<file path="config.mk">
export PLATFORM = sky130hd
export DESIGN_NAME = reg_shift_param
export DESIGN_NICKNAME = d
export VERILOG_FILES = /design/src/rtl/reg_shift_param.sv
export SDC_FILE = /design/constraint.sdc
export NUM_CORES = 1
export LEC_CHECK = 0
export ABC_AREA = 1
export BUFFER_PORTS_ARGS = -buffer_cell sky130_fd_sc_hd__buf_2
export CAP_MARGIN = 20
export CORE_ASPECT_RATIO = 2
export CORE_MARGIN = 2
export CORE_UTILIZATION = 45
export CTS_CLUSTER_DIAMETER = 100
export DETAILED_ROUTE_END_ITERATION = 10
export PLACE_DENSITY = 0.69
export SYNTH_ARGS = -nofsm -noshare
export SYNTH_HDL_FRONTEND = slang
export SYNTH_SLANG_ARGS = --single-unit
</file>
<file path="constraint.sdc">
create_clock -name CLK -period 1.6 [get_ports CLK]
set_input_delay 0.08 -clock CLK [delete_from_list [all_inputs] [get_ports CLK]]
set_output_delay 0.08 -clock CLK [all_outputs]
set_load 0.02 [all_outputs]
</file>
<file path="src/rtl/reg_shift_param.sv">
// Parametrised universal shift register: shift, rotate, parallel load and a counted
// multi-position shift with BUSY/DONE handshake, plus per-slice serial taps.
module reg_shift_param #(
  parameter int unsigned WIDTH = 32,
  parameter int unsigned SLICE = 4,
  parameter int unsigned AMT_W = 5
) (
  input  logic                   CLK,
  input  logic                   RST,
  input  logic                   ENB,
  input  logic                   DIR,
  input  logic                   S_IN,
  input  logic [1:0]             MODO,
  input  logic [WIDTH-1:0]       D,
  input  logic                   START,
  input  logic [AMT_W-1:0]       AMT,
  output logic [WIDTH-1:0]       Q,
  output logic [WIDTH/SLICE-1:0] S_OUT,
  output logic                   BUSY,
  output logic                   DONE
);

  localparam int unsigned NumSlices = WIDTH / SLICE;

  localparam logic [1:0] ModeShift  = 2'b00;
  localparam logic [1:0] ModeRotate = 2'b01;
  localparam logic [1:0] ModeLoad   = 2'b10;
  localparam logic [1:0] ModeCount  = 2'b11;

  typedef enum logic [1:0] {StIdle, StRun, StFin} state_e;

  state_e           state_q, state_d;
  logic [WIDTH-1:0] q_q, q_d;
  logic [AMT_W-1:0] cnt_q, cnt_d;
  logic             dir_q, dir_d;
  logic             sin_q, sin_d;

  logic start_hit;
  assign start_hit = ENB && (MODO == ModeCount) && START;

  // State register
  always_ff @(posedge CLK) begin
    if (RST) begin
      state_q <= StIdle;
    end else begin
      state_q <= state_d;
    end
  end

  // Next-state logic; FIN always retires so DONE is never stretched by ENB
  always_comb begin
    state_d = state_q;
    unique case (state_q)
      StIdle: begin
        if (start_hit) begin
          state_d = (AMT == '0) ? StFin : StRun;
        end
      end
      StRun: begin
        if (ENB && (cnt_q == AMT_W'(1))) begin
          state_d = StFin;
        end
      end
      StFin:   state_d = StIdle;
      default: state_d = StIdle;
    endcase
  end

  // Datapath registers
  always_ff @(posedge CLK) begin
    if (RST) begin
      q_q   <= '0;
      cnt_q <= '0;
      dir_q <= 1'b0;
      sin_q <= 1'b0;
    end else begin
      q_q   <= q_d;
      cnt_q <= cnt_d;
      dir_q <= dir_d;
      sin_q <= sin_d;
    end
  end

  // Datapath next-state
  always_comb begin
    q_d   = q_q;
    cnt_d = cnt_q;
    dir_d = dir_q;
    sin_d = sin_q;
    if (ENB) begin
      unique case (state_q)
        StIdle: begin
          unique case (MODO)
            ModeShift: begin
              q_d = DIR ? {S_IN, q_q[WIDTH-1:1]} : {q_q[WIDTH-2:0], S_IN};
            end
            ModeRotate: begin
              q_d = DIR ? {q_q[0], q_q[WIDTH-1:1]} : {q_q[WIDTH-2:0], q_q[WIDTH-1]};
            end
            ModeLoad: begin
              q_d = D;
            end
            ModeCount: begin
              // Direction and fill are captured here so the run ignores live inputs
              if (START && (AMT != '0)) begin
                cnt_d = AMT;
                dir_d = DIR;
                sin_d = S_IN;
              end
            end
            default: q_d = q_q;
          endcase
        end
        StRun: begin
          q_d   = dir_q ? {sin_q, q_q[WIDTH-1:1]} : {q_q[WIDTH-2:0], sin_q};
          cnt_d = cnt_q - AMT_W'(1);
        end
        default: begin
          q_d = q_q;
        end
      endcase
    end
  end

  // Outputs; taps follow the live DIR even while a counted shift runs
  always_comb begin
    Q    = q_q;
    BUSY = (state_q == StRun);
    DONE = (state_q == StFin);
    S_OUT = '0;
    for (int unsigned i = 0; i < NumSlices; i++) begin
      S_OUT[i] = DIR ? q_q[i*SLICE] : q_q[i*SLICE+SLICE-1];
    end
  end

endmodule

</file>
# ---- Yosys cells after proc, flatten, opt, wreduce, memory -nomap -nowiden
# Cells that the tools add are included.
dict set report word_totals {
  register_bits 41
  inputBits 45
  output_inout_bits 42
  wordCells 50
}
dict set report classes {
  addsub 1
  eq_ne 11
  n_mux 20
  n_reduce_logical 13
}
# cell count
set ops {}
lappend ops {{32-bit 2-to-1 mux} 3}
lappend ops {{32-bit one-hot mux with 3 select lines} 1}
lappend ops {{32-bit one-hot mux with 2 select lines} 1}
lappend ops {{5-bit 2-to-1 mux} 2}
lappend ops {{5-bit one-hot mux with 2 select lines} 1}
lappend ops {{1-bit 2-to-1 mux} 8}
lappend ops {{4-bit AND reduction} 2}
lappend ops {{2-bit equality test, second input constant} 3}
lappend ops {{2-bit 2-to-1 mux} 3}
lappend ops {{2-bit != test, second input constant} 3}
lappend ops {{5-bit by 1-bit equality test with 1-bit output, second input constant} 1}
lappend ops {{5-bit logical NOT} 1}
lappend ops {{5-bit nonzero test} 1}
lappend ops {{5-bit by 1-bit subtractor with 5-bit output, second input constant} 1}
lappend ops {{2-bit by 1-bit equality test with 1-bit output, second input constant} 2}
lappend ops {{1-bit logical AND} 4}
lappend ops {{2-bit logical NOT} 2}
lappend ops {{4-bit by 1-bit != test with 1-bit output, second input constant} 1}
lappend ops {{2-bit one-hot mux with 2 select lines} 1}
lappend ops {{3-bit AND reduction} 1}
lappend ops {{2-bit by 1-bit != test with 1-bit output, second input constant} 1}
lappend ops {{2-bit AND reduction} 1}
lappend ops {{2-bit nonzero test} 1}

# ---- Longest topological paths before layout
dict set report depth {
  ltp_word 5
  mapped_depth 10
  mapped_depth_nobuf 9
}

# ---- Least setup slack after synthesis
# No wires, ideal clock.
dict set report synth_path {
  kind {input-to-reg}
  startpoint {in MODO[0]}
  endpoint {reg q_q[12], in the netlist Q[12]}
  setup_time_ns 0.115
  arrival_time_ns 1.099
  required_ns 1.485
  setup_slack_ns 0.386
  path_stages 9
  n_path_buf 1
  cell_sequence {inv_1 ha_1 nand2_2 clkbuf_1 o21ai_0 inv_1 nand2_1 a21oi_1 nor2_1}
}
dict set report synth_between {
  elab_chain_len 3
  word_cells_on_any_way 7
  classes_between {3 x eq/ne; 2 x mux; 2 x reduce/logical}
}
# item line_no
set synth_lines {}
lappend synth_lines {{start: declaration} 13} ;# input logic [1:0] MODO,
lappend synth_lines {{2-bit equality test (tied with other cells)} 93} ;# unique case (MODO)
lappend synth_lines {{32-bit one-hot mux with 3 select lines / 4-bit by 1-bit != test with 1-bit output (equally long branches)} -}
lappend synth_lines {{32-bit one-hot mux with 2 select lines / 3-bit AND reduction (equally long branches)} -}
lappend synth_lines {{end signal: assignment} 77} ;# q_q <= q_d;
lappend synth_lines {{end: declaration} 33} ;# logic [WIDTH-1:0] q_q, q_d;
# Parallel ways exist; a longest one is shown, timed or not.
# A chain may end at the register's enable or synchronous reset.

# ---- Worst setup path in the final report
dict set report layout_path {
  startpoint {reg state_q[0]}
  endpoint {reg q_q[21], in the netlist Q[21]}
}
dict set report layout_between {
  elab_chain_len 3
  word_cells_on_any_way 6
  classes_between {2 x eq/ne; 1 x mux; 3 x reduce/logical}
}
# item line_no
set layout_lines {}
lappend layout_lines {{start: declaration} 32} ;# state_e state_q, state_d;
lappend layout_lines {{start signal: assignment} 44} ;# state_q <= StIdle;
lappend layout_lines {{start signal: assignment} 46} ;# state_q <= state_d;
lappend layout_lines {{2-bit logical NOT / 2-bit by 1-bit equality test with 1-bit output (equally long branches)} 91} ;# unique case (state_q)
lappend layout_lines {{4-bit by 1-bit != test with 1-bit output (no source line) / 2-bit nonzero test (equally long branches)} -}
lappend layout_lines {{3-bit AND reduction (no source line)} -}
# Parallel ways exist; a longest one is shown, timed or not.

==> run_results.csv <==
group,metric,value,unit
outcome,status,"completed",
yosys,synth_nets,642,
worst_setup_path,critPathKind,"flip-flop to flip-flop",
drt,routed_wl,10.7,mm
floorplanning,placementRows,44,
global_routing,grtUsageMet1,25.9,%
drt,drt.antenna.violating_nets,0,
yosys,synthArstFlopShare,0,%
finish,drive_gt1_share,18.4,%
placed_design,place.gp.congestion,0.833,
clock_tree,clockRootBuffer,"clkbuf_16",
yosys,synth-seq-area-share,24.1,%
power,irDropWorstVdd,0.598,mV
worst_setup_path,critPathLaunchType,"flip-flop",
drt,drt_pass1_iterations,5,
worst_setup_path,path_common_cell,"nor2_1",
worst_setup_path,crit_arrival,1.55,ns
worst_setup_path,end_kind,"flip-flop",
clock_tree,cts-buffers-inserted,5,
drt,dr.first_iter.drc_count,323,
clock_tree,cts_tree,"done",
min_path,min_path_cells,3,
worst_setup_path,path_cells,"nor2_2 -> nand3_2 -> nand2_4 -> inv_6 -> nand2_1 -> nor2_1 -> nor2_1",
sta,period_share,85.4,%
sta,finalSetupViolCount,0,
min_path,min_to,"sin_q",
global_routing,grt_util_all_layers,26.4,%
sta,skew,0.00428,ns
yosys,postSynthAreaPerCell,5.77,um2
floorplanning,dieArea,8330,um2
sta,tightestPinTransition,0.434,ns
clock_tree,postCtsHoldBufs,1,
worst_setup_path,r2r-end,"Q[21]",
yosys,ys_ff_latch,41,
worst_setup_path,worstPathRequired,1.79,ns
sta,slew_violations,0,
yosys,synth_common_cells,"nand2_1 (186), inv_1 (73), nor2_1 (66)",
drt,vias_per_cell,5.37,
drt,drc_errors,0,
sta,finalSetupTns,0,ns
sta,slew_headroom,71.1,%
yosys,syn_inst,591,
worst_setup_path,critical_path.max_stage_delay,0.45,ns
yosys,synth_adder_area_share,2.20,%
power,powerDensity,808,nW/um2
sta,hold_ws,0.109,ns
worst_setup_path,cp_top_family,"simple AND/OR/NAND/NOR gates",
yosys,yosysWarnings,0,
clock_tree,cts-htree-levels,2,
yosys,synth.top_cell.area_share,24.1,%
clock_tree,cts.sinks,41,
min_path,hold_start,"S_IN",
worst_setup_path,r2r_slack,0.23,ns
floorplanning,die_w,65.5,um
sta,min_period,1.37,ns
finish,nets,713,
floorplanning,core,7320,um2
clock_tree,post-cts-setup-buffer-count,0,
floorplanning,die_h,127,um
worst_setup_path,path_buf_inv,1,
global_routing,busiest_layer,"met2",
floorplanning,initial_utilization,46.5,%
clock_tree,clockBufferDepth,2,
flow_run,drv_cap,0,
placed_design,portBuffers,86,
drt,wl_per_cell,14.1,um
global_routing,grt_max_degree,48,
yosys,syn-cell-area,3410,um2
clock_tree,postCtsResizedCells,0,
yosys,synth_compound_area_share,23.3,%
yosys,ys.flop_type,"dfxtp_1",
yosys,synth_top_cell_by_area,"dfxtp_1",
global_routing,met2_usage,51.2,%
global_routing,gr-usage-met3,2.90,%
finish,area_growth,17.6,%
sta,hold_violations,0,
worst_setup_path,r2r-start,"state_q[0]",
min_path,hold_class,"primary input to flip-flop",
yosys,synth.distinct_cells,29,
yosys,yosys.area_share.simple,34.2,%
placed_design,hpwl,7.59,mm
finish,fillCellCount,787,
yosys,synth_edf_count,0,
finish,insertedDiodeCount,0,
global_routing,antenna_found_initial,0,
power,p_leak,1.97,nW
global_routing,grt_pass1_vias,3966,
yosys,synth_most_common_cell,"nand2_1",
sta,max_freq,732,MHz
worst_setup_path,cpMaxStageDelayCell,"dfxtp_1",
power,power.total,3.24,mW
yosys,synth_top_family_by_area,"simple AND/OR/NAND/NOR gates",
worst_setup_path,rr_worst_depth,7,
sta,rsz0062_at_grt,"false",
yosys,synth_xor_area_share,0.257,%
floorplanning,ios,87,
drt,num_vias,4055,
global_routing,grt_first_pass_wirelength,17.5,mm
yosys,synth_area_leaders,"dfxtp_1 (24%), nand2_1 (20%), inv_1 (8.0%)",
finish,final_core_util,54.8,%
global_routing,grt_overflow,0,
clock_tree,clkLatencyLatePin,0.29,ns
clock_tree,path_clk_slew,0.06,ns
worst_setup_path,cp_max_fo,46,
yosys,synthMuxAreaShare,0,%
## sequential cells by signal, indices dropped and copies added, names as in the netlist
| name | count |
|---|---|
| Q | 32 |
| cnt_q | 5 |
| dir_q | 1 |
| sin_q | 1 |
| state_q | 2 |
## how the worst max path moves through the flow
| stage | startpoint | endpoint | slack, ns | depth (start not counted) |
|---|---|---|---|---|
| 2_1_floorplan | MODO[0] | Q[12] | 0.39 | 9 |
| 3_3_place_gp | MODO[0] | Q[5] | 0.13 | 9 |
| 3_5_place_dp | MODO[0] | Q[5] | 0.08 | 9 |
| 4_1_cts | state_q[0] | Q[3] | 0.24 | 6 |
| 5_1_grt | state_q[0] | Q[14] | 0.06 | 7 |
| 6_report | state_q[0] | Q[21] | 0.23 | 7 |
## cell families (layout without fill, tap and decap cells)
family,count (synthesis),after routing
AO/OA/AOI/OAI,140,140
XOR/XNOR,1,1
adder cells (fa/ha/maj),6,6
buffers and inverters,114,186
flip-flops,41,41
AND/OR/NAND/NOR,289,289
## worst reg2reg max path, delay by kind of cell (launching register included)
kind                   cells  cell delay [ns]
AND/OR/NAND/NOR            6             0.53
flip-flops                 1             0.45
buffers and inverters      1             0.28
## layout make-up
type	instances	area, um2	share of cell area, %
multi-input combinational	436	2040	51.0
sequential	41	822	20.5
timing repair buffer	99	581	14.5
inverter	79	304	7.58
clock buffer	5	125	3.12
tap	92	115	2.87
clock inverter	3	17.5	0.437
## routing by layer
metal | share of wire (%) | routed length (um)
met2 | 55 | 5840
met1 | 36 | 3850
met4 | 4.2 | 448
met5 | 0 | 0
met3 | 5.0 | 530
## cell usage in the layout, fill, tap and decap left out, types with 4 or more instances in the layout
cell type / n
a21oi_1: 37
inv_1: 73
o211ai_1: 30
o21ai_1: 31
dfxtp_1: 40
ha_1: 6
nand3_1: 26
nand2_1: 186
buf_2: 86
nor2_1: 66
buf_12: 4
clkbuf_16: 5
inv_2: 4
buf_4: 8
o21ai_0: 39
## stage by stage
stage	cells	cell area (um2)	setup slack (ns)
after floorplan	591	3410	0.386
after global placement	746	3860	0.132
after detailed placement	746	3860	0.0754
after CTS	755	4010	0.238
after global routing	755	4010	0.0601
final	755	4010	0.234
## power breakdown
part	leakage, nW	switching, mW	internal [mW]
logic	1.56	0.649	0.352
registers	0.338	0.107	1.11
clock network	0.0696	0.450	0.573
total	1.97	1.21	2.03
Note: power is estimated with default switching activity, not from simulation.
